--- src/rtl/dsp_alu_pkg.sv ---
// Shared types and helpers for the SIMD add/sub/accumulate pipeline.
package dsp_alu_pkg;

    typedef enum logic [1:0] {
        OP_ADD  = 2'd0,
        OP_SUB  = 2'd1,
        OP_ACC  = 2'd2,
        OP_LOAD = 2'd3
    } op_t;

    localparam int MAX_WIDTH = 48;

    // The guard only keeps elaboration alive long enough for the parameter check to report.
    function automatic int lane_width(input int width, input int lanes);
        return (lanes > 0) ? width / lanes : width;
    endfunction

endpackage

--- src/rtl/dsp_alu_lane.sv ---
// One SIMD lane: wrap-around add/sub/accumulate/load with signed overflow flag.
module dsp_alu_lane
    import dsp_alu_pkg::*;
#(
    parameter int LW = 48
) (
    input  op_t           op_i,
    input  logic [LW-1:0] a_i,
    input  logic [LW-1:0] b_i,
    input  logic [LW-1:0] acc_i,
    output logic [LW-1:0] r_o,
    output logic          ovf_o
);

    always_comb begin
        r_o   = '0;
        ovf_o = 1'b0;
        case (op_i)
            OP_ADD: begin
                r_o   = a_i + b_i;
                ovf_o = (a_i[LW-1] == b_i[LW-1]) && (r_o[LW-1] != a_i[LW-1]);
            end
            OP_SUB: begin
                r_o   = a_i - b_i;
                ovf_o = (a_i[LW-1] != b_i[LW-1]) && (r_o[LW-1] != a_i[LW-1]);
            end
            OP_ACC: begin
                r_o   = acc_i + a_i;
                ovf_o = (acc_i[LW-1] == a_i[LW-1]) && (r_o[LW-1] != a_i[LW-1]);
            end
            default: begin
                r_o   = a_i;
                ovf_o = 1'b0;
            end
        endcase
    end

endmodule

--- src/rtl/dsp_alu_pipe.sv ---
// Pipelined SIMD add/sub/accumulate unit with fixed latency and a global stall on backpressure.
module dsp_alu_pipe
    import dsp_alu_pkg::*;
#(
    parameter int WIDTH  = 48,
    parameter int LANES  = 1,
    parameter int STAGES = 2
) (
    input  logic             clock,
    input  logic             reset_n,
    input  logic             in_valid,
    output logic             in_ready,
    input  logic [1:0]       op,
    input  logic [WIDTH-1:0] a,
    input  logic [WIDTH-1:0] b,
    output logic             out_valid,
    input  logic             out_ready,
    output logic [WIDTH-1:0] y,
    output logic [LANES-1:0] ovf
);

    localparam int LW = lane_width(WIDTH, LANES);

    if (WIDTH < 1 || WIDTH > MAX_WIDTH || (LANES != 1 && LANES != 2 && LANES != 4) ||
        (WIDTH % LANES) != 0 || STAGES < 1 || STAGES > 3) begin : g_bad_param
        $error("dsp_alu_pipe: illegal WIDTH/LANES/STAGES combination");
    end

    op_t                           op_s;
    logic                          adv;
    logic                          accept;
    logic                          acc_wr;
    logic [LANES-1:0][LW-1:0]      r_d;
    logic [LANES-1:0]              ovf_d;
    logic [LANES-1:0][LW-1:0]      acc_q;
    logic [STAGES:1]               vld_pipe;
    logic [STAGES:1][WIDTH-1:0]    r_q;
    logic [STAGES:1][LANES-1:0]    ovf_q;

    assign op_s     = op_t'(op);
    assign adv      = !(out_valid && !out_ready);
    assign in_ready = adv;
    assign accept   = in_valid && adv;
    assign acc_wr   = accept && (op_s == OP_ACC || op_s == OP_LOAD);

    for (genvar k = 0; k < LANES; k++) begin : g_lane
        dsp_alu_lane #(.LW(LW)) u_lane (
            .op_i  (op_s),
            .a_i   (a[k*LW +: LW]),
            .b_i   (b[k*LW +: LW]),
            .acc_i (acc_q[k]),
            .r_o   (r_d[k]),
            .ovf_o (ovf_d[k])
        );
    end

    // Data registers load only behind a valid beat, so y/ovf hold across bubbles.
    always_ff @(posedge clock or negedge reset_n) begin
        if (!reset_n) begin
            vld_pipe <= '0;
            r_q      <= '0;
            ovf_q    <= '0;
            acc_q    <= '0;
        end else if (adv) begin
            vld_pipe[1] <= accept;
            if (accept) begin
                r_q[1]   <= r_d;
                ovf_q[1] <= ovf_d;
            end
            for (int s = 2; s <= STAGES; s++) begin
                vld_pipe[s] <= vld_pipe[s-1];
                if (vld_pipe[s-1]) begin
                    r_q[s]   <= r_q[s-1];
                    ovf_q[s] <= ovf_q[s-1];
                end
            end
            // ACC and LOAD both leave the lane result as the new accumulator value.
            if (acc_wr) acc_q <= r_d;
        end
    end

    assign out_valid = vld_pipe[STAGES];
    assign y         = r_q[STAGES];
    assign ovf       = ovf_q[STAGES];

endmodule

--- config.mk ---
export PLATFORM = sky130hd
export DESIGN_NAME = dsp_alu_pipe
export DESIGN_NICKNAME = d
export VERILOG_FILES = /design/src/rtl/dsp_alu_pkg.sv /design/src/rtl/dsp_alu_lane.sv /design/src/rtl/dsp_alu_pipe.sv
export SDC_FILE = /design/constraint.sdc
export NUM_CORES = 1
export LEC_CHECK = 0
export BUFFER_PORTS_ARGS = -buffer_cell sky130_fd_sc_hd__buf_2
export CORE_AREA = 2 2 200 202
export DETAILED_ROUTE_END_ITERATION = 6
export DIE_AREA = 0 0 202 204
export PLACE_DENSITY = 0.6
export SETUP_SLACK_MARGIN = 0.4
export SLEW_MARGIN = 20
export SYNTH_ARGS = -nofsm -noshare
export SYNTH_HDL_FRONTEND = slang
export SYNTH_SLANG_ARGS = --single-unit
--- constraint.sdc ---
create_clock -name clock -period 9.95 [get_ports clock]
set_clock_uncertainty 0.15 [all_clocks]
set_input_delay 1.4925 -clock clock [delete_from_list [all_inputs] [get_ports clock]]
set_output_delay 1.4925 -clock clock [all_outputs]
set_load 0.03 [all_outputs]
Word-level counts from Yosys, hierarchy flattened
Cells that the tools add are included.

word-level totals
  output and inout bits = 51
  logic and storage cells = 34
  flip-flop bits (word level) = 148
  input bits = 102

operators by class
  multiplexer cells = 2
  add/sub/neg operators = 3
  equality and inequality tests = 9
  bitwise gates (word level) = 1
  reduce and logical (&&, ||, !) cells = 13

operator list
  cell                                            count
  one-hot mux 48 bit (3 select lines)             1
  adder 48 bit                                    2
  subtractor 48 bit                               1
  logical AND 1 bit                               6
  AND reduction 2 bit                             3
  == test 2 bit (second input constant)           2
  != test 1 bit                                   4
  one-hot mux 1 bit (3 select lines)              1
  == test 1 bit                                   2
  == test 2 x 1 -> 1 bit (second input constant)  1
  logical NOT 1 bit                               2
  logical NOT 2 bit                               1
  logical OR 1 bit                                1
  NOT 1 bit                                       1

Depth between registers and ports, before layout
  depth in word-level cells = 6
  gate-level depth with buffers = 15
  gate-level depth less buffers = 15

Hierarchy
Synthesis repeated with hierarchy kept, for this count alone.

unflattened totals
  cells, all modules = 1812
  area, all modules = 15454.8 um^2

by module, submodules not included
  module        area an instance (um^2)  cells an instance  times used  seq. area each (um^2)
  dsp_alu_lane  9526.6                   1448               1           0.0
  dsp_alu_pipe  5928.2                   364                1           3703.6

Worst setup path before layout
Ideal clock, no wire load.

  kind = in2reg
  start point = input a[6]
  end point = register ovf_q[0] in the netlist's numbering
  setup time = 126 ps
  path slack = 5260 ps
  required time = 9674 ps
  stages = 12
  data arrival time = 4414 ps
  buffers on the path = 0
  cells stage by stage = ha_1 -> a211oi_2 -> o21bai_2 -> o311ai_4 -> a311oi_2 -> o32ai_4 -> o41ai_4 -> a41o_2 -> nor4b_1 -> or3_1 -> or3_1 -> o32a_1

on the way
  cells in the longest elaborated chain, start to end = 4
  elaborated cells between the ends (all ways) = 10
  classes of those cells = 3 x add/sub; 3 x eq/ne; 1 x mux; 3 x reduce/logical

ends and longest elaborated chain
  item                                        line                                                        source
  from (decl)                                 dsp_alu_pipe.sv:14                                          input logic [WIDTH-1:0] a,
  adder 48 bit, or another cell as far along  dsp_alu_lane.sv:28                                          r_o = acc_i + a_i;
  != test 1 bit (on tied branches)            dsp_alu_lane.sv:29, dsp_alu_lane.sv:21, dsp_alu_lane.sv:25
  logical AND 1 bit (on tied branches)        dsp_alu_lane.sv:29, dsp_alu_lane.sv:21, dsp_alu_lane.sv:25
  one-hot mux 1 bit (3 select lines) (*)      dsp_alu_lane.sv:18                                          case (op_i)
  to (signal, indexed assignment)             dsp_alu_pipe.sv:74                                          ovf_q[s] <= ovf_q[s-1];
  to (decl)                                   dsp_alu_pipe.sv:38                                          logic [STAGES:1][LANES-1:0] ovf_q;

Mark *: on every way between the ends. The rest lies on a longest branch, timed or not.
A chain may end at the register's enable or synchronous reset.

Worst setup path in the final report
  start point = input a[5]
  end point = register r_q[42] in the netlist's numbering

on the way
  cells in the longest elaborated chain, start to end = 2
  elaborated cells between the ends (all ways) = 4
  classes of those cells = 3 x add/sub; 1 x mux

ends and longest elaborated chain
  item                                        line                source
  adder 48 bit, or another cell as far along  dsp_alu_lane.sv:28
  one-hot mux 48 bit (3 select lines) (*)     dsp_alu_lane.sv:18
  to (signal, indexed assignment)             dsp_alu_pipe.sv:73  r_q[s] <= r_q[s-1];
  to (decl)                                   dsp_alu_pipe.sv:37  logic [STAGES:1][WIDTH-1:0] r_q;

Marks and branches as above.

==> results.yml <==
outcome:
  status: "completed"
yosys:
  yosys_warnings: 0
  synth.cell_area_um2: 15410
  synth_top_area_share_pct: 24.03
  synth_nets: 2209
  ys_seq_area_share_pct: 24.03
  yosysMostFrequentCell: "nand2_1"
  avgSynthCellArea_um2: 7.852
  synth_cell_types: 85
  ys_ff_latch: 148
  synth_enable_flop_cells: 0
  ys_async_sr_fraction_pct: 100.0
  synthTopCellsByArea: "dfrtp_1 (24%), ha_1 (11%), a21oi_1 (6.4%), nand2_1 (5.8%), xnor2_1 (5.1%)"
  synth_top_area_cell: "dfrtp_1"
  synthTopCellsByCount: "nand2_1 (240), a21oi_1 (196), o21ai_0 (156), dfrtp_1 (148), ha_1 (141)"
  synthFlopType: "dfrtp_1"
  syn_inst: 1963
die:
  die-height_um: 204
  die_w_um: 202
  rows: 73
  core_um2: 39180
  initial_core_util_pct: 39.34
  die-area_um2: 41210
  ioPinCount: 153
critical_path:
  path_cells: "buf_2 -> ha_1 -> and2_1 -> nor3b_1 -> o21a_1 -> o21ai_0 -> o21ai_1 -> a211oi_1 -> o41ai_1 -> a21boi_0 -> xnor2_1 -> nand2_1 -> a22o_1"
  cp_max_fo: 9
  path_buf_inv: 1
  crit_path_max_incr_delay_ns: 1.03
  critPathTopFamily: "compound AO/OA/AOI/OAI gates"
  cp_slowest_cell: "o41ai_1"
  worstSetupPathType: "input port to register"
  cp.required_ns: 10.14
  arrival_ns: 5.62
  cp-start-kind: "input port"
  critPathCaptureType: "register"
timing:
  hold_viol: 0
  tightest_slew_ns: 1.177
  fin_crit_ns: 5.426
  fin_crit_sh_pct: 54.53
  layout_setup_ws_ns: 4.524
  slew_viol_final: 0
  rsz0062_at_grt: "false"
  fmax_mhz: 184.3
  finalSetupViolCount: 0
  timing.setup.tns_ns: 0
  slew_headroom_pct: 21.23
routing:
  drt-pass1-iter-count: 5
  wl_mm: 54.55
  postRouteAntennaNets: 0
  wl_per_cell_um: 21.56
  routed_via_density: 5.858
  num_vias: 14820
  drt_iter0_drc: 1643
  route.detailed.drc: 0
clock_tree:
  h-tree-depth: 4
  clk_pin_slew_ns: 0.07
  cts_resized: 0
  cts.sinks: 148
  cts_buffers: 17
  cts_hold_buffers: 0
  root_buffer: "clkbuf_16"
  cts_tree: "done"
  clk_latency_ns: 0.46
  cts_buffer_depth: 2
  cts_setup_buffers: 0
global_route:
  antenna_found_initial: 1
  grt_max_degree: 65
  grt_pass1_vias: 14040
  grt_pass1_wl_mm: 83.34
  gr-usage-all-layers_pct: 26.23
  grt.overflow.total: 0
layout:
  drive_gt1_share_pct: 14.56
  finalNetCount: 2238
  antenna_cells: 0
  syn_to_final_growth_pct: 8.791
  num-fill-cells: 4000
flow_run:
  maxCapViolations: 0
place:
  hpwl_mm: 43.22
  io_buffers: 152
  preCtsSetupSlack_ns: 4.270
  gp_congestion: 0.9861
pwr:
  power.density_nw_per_um2: 216.7
  p_leak_nw: 7.617
  vdd.ir_drop.worst_uv: 117.7
min_path:
  hold_class: "register to register"
-- tightest hold or removal path: stages (launching register included) --
cell	delay (ns)
dfrtp_1	0.34
nand2_1	0.05
o21ai_0	0.06
-- placed cells by master, fill, tap and decap left out, types with 26 or more instances in the layout --
cell / Yosys / layout
xnor2_1: 90 / 90
a21oi_1: 196 / 196
nor3_1: 30 / 30
o21ai_0: 156 / 156
dfrtp_1: 148 / 148
nor2_1: 133 / 132
a21o_1: 51 / 51
ha_1: 141 / 141
mux2_2: 62 / 62
nand3_1: 34 / 34
o31ai_1: 29 / 29
inv_1: 99 / 99
nand2_1: 240 / 237
o21a_1: 26 / 26
buf_2: 14 / 151
-- registers in the layout (all words and copies together), names as in the netlist --
name,flops
ovf_q,1
acc_q,48
ovf,1
y,48
r_q,48
vld_pipe,2
-- per-stage QoR --
| stage | instance area [um^2] | utilization (%) | total power, mW | std cells | hold slack, ns |
|---|---|---|---|---|---|
| floorplan | 15410 | - | 2.484 | 1963 | 0.2865 |
| global placement | 16150 | 41.22 | 2.907 | 2498 | 0.3101 |
| detailed placement | 16150 | 41.22 | 2.920 | 2498 | 0.3155 |
| CTS | 16770 | 42.79 | 3.624 | 2530 | 0.3319 |
| global route | 16770 | 42.79 | 3.870 | 2530 | 0.3473 |
| finish | 16770 | 42.79 | 3.635 | 2530 | 0.3292 |
-- cell type report --
cell class,count,area [um^2],area share (%)
well taps,525,656.9,3.917
repair buffers,165,864.6,5.156
clock buffers,19,452.9,2.701
clock inverters,13,162.7,0.9700
multi-input cells,1553,10530,62.77
flip-flops and latches,148,3704,22.09
inverters,107,401.6,2.395
-- logic make-up after synthesis --
group           after synthesis  synth area share (%)
simple gates                563                 16.45
xor+xnor                    109                 6.194
compound gates              650                 27.03
fa+ha+maj                   144                 11.84
buf+inv                     262                 7.744
mux                          87                 6.721
flops                       148                 24.03
-- layer usage --
layer,share of wire (%),track usage [%],wire [um],vias up
met5,0,0,0,-
met4,2.2,7.327,1214,0
met3,8.2,4.640,4488,82
met2,42,38.33,22690,606
met1,48,39.24,26160,7085
li1,-,-,-,7048
-- worst paths after layout --
path / start / end / slack (ns) / cells after the start
setup reg to reg: acc_q[12] / ovf_q[0] / 5.78 / 12
hold / removal: r_q[24] / r_q[24] / 0.33 / 2
hold reg to reg: r_q[24] / r_q[24] / 0.33 / 2
max in group asynchronous: reset_n / acc_q[21] / 7.10 / 3
setup / recovery: a[5] / r_q[42] / 4.52 / 13
min in group asynchronous: reset_n / acc_q[12] / 0.81 / 1
-- power breakdown --
part,internal [mW],switching [mW]
logic,0.733,1.24
clock network,0.391,0.303
registers,0.825,0.140
Power figures use the tool's default switching activity.
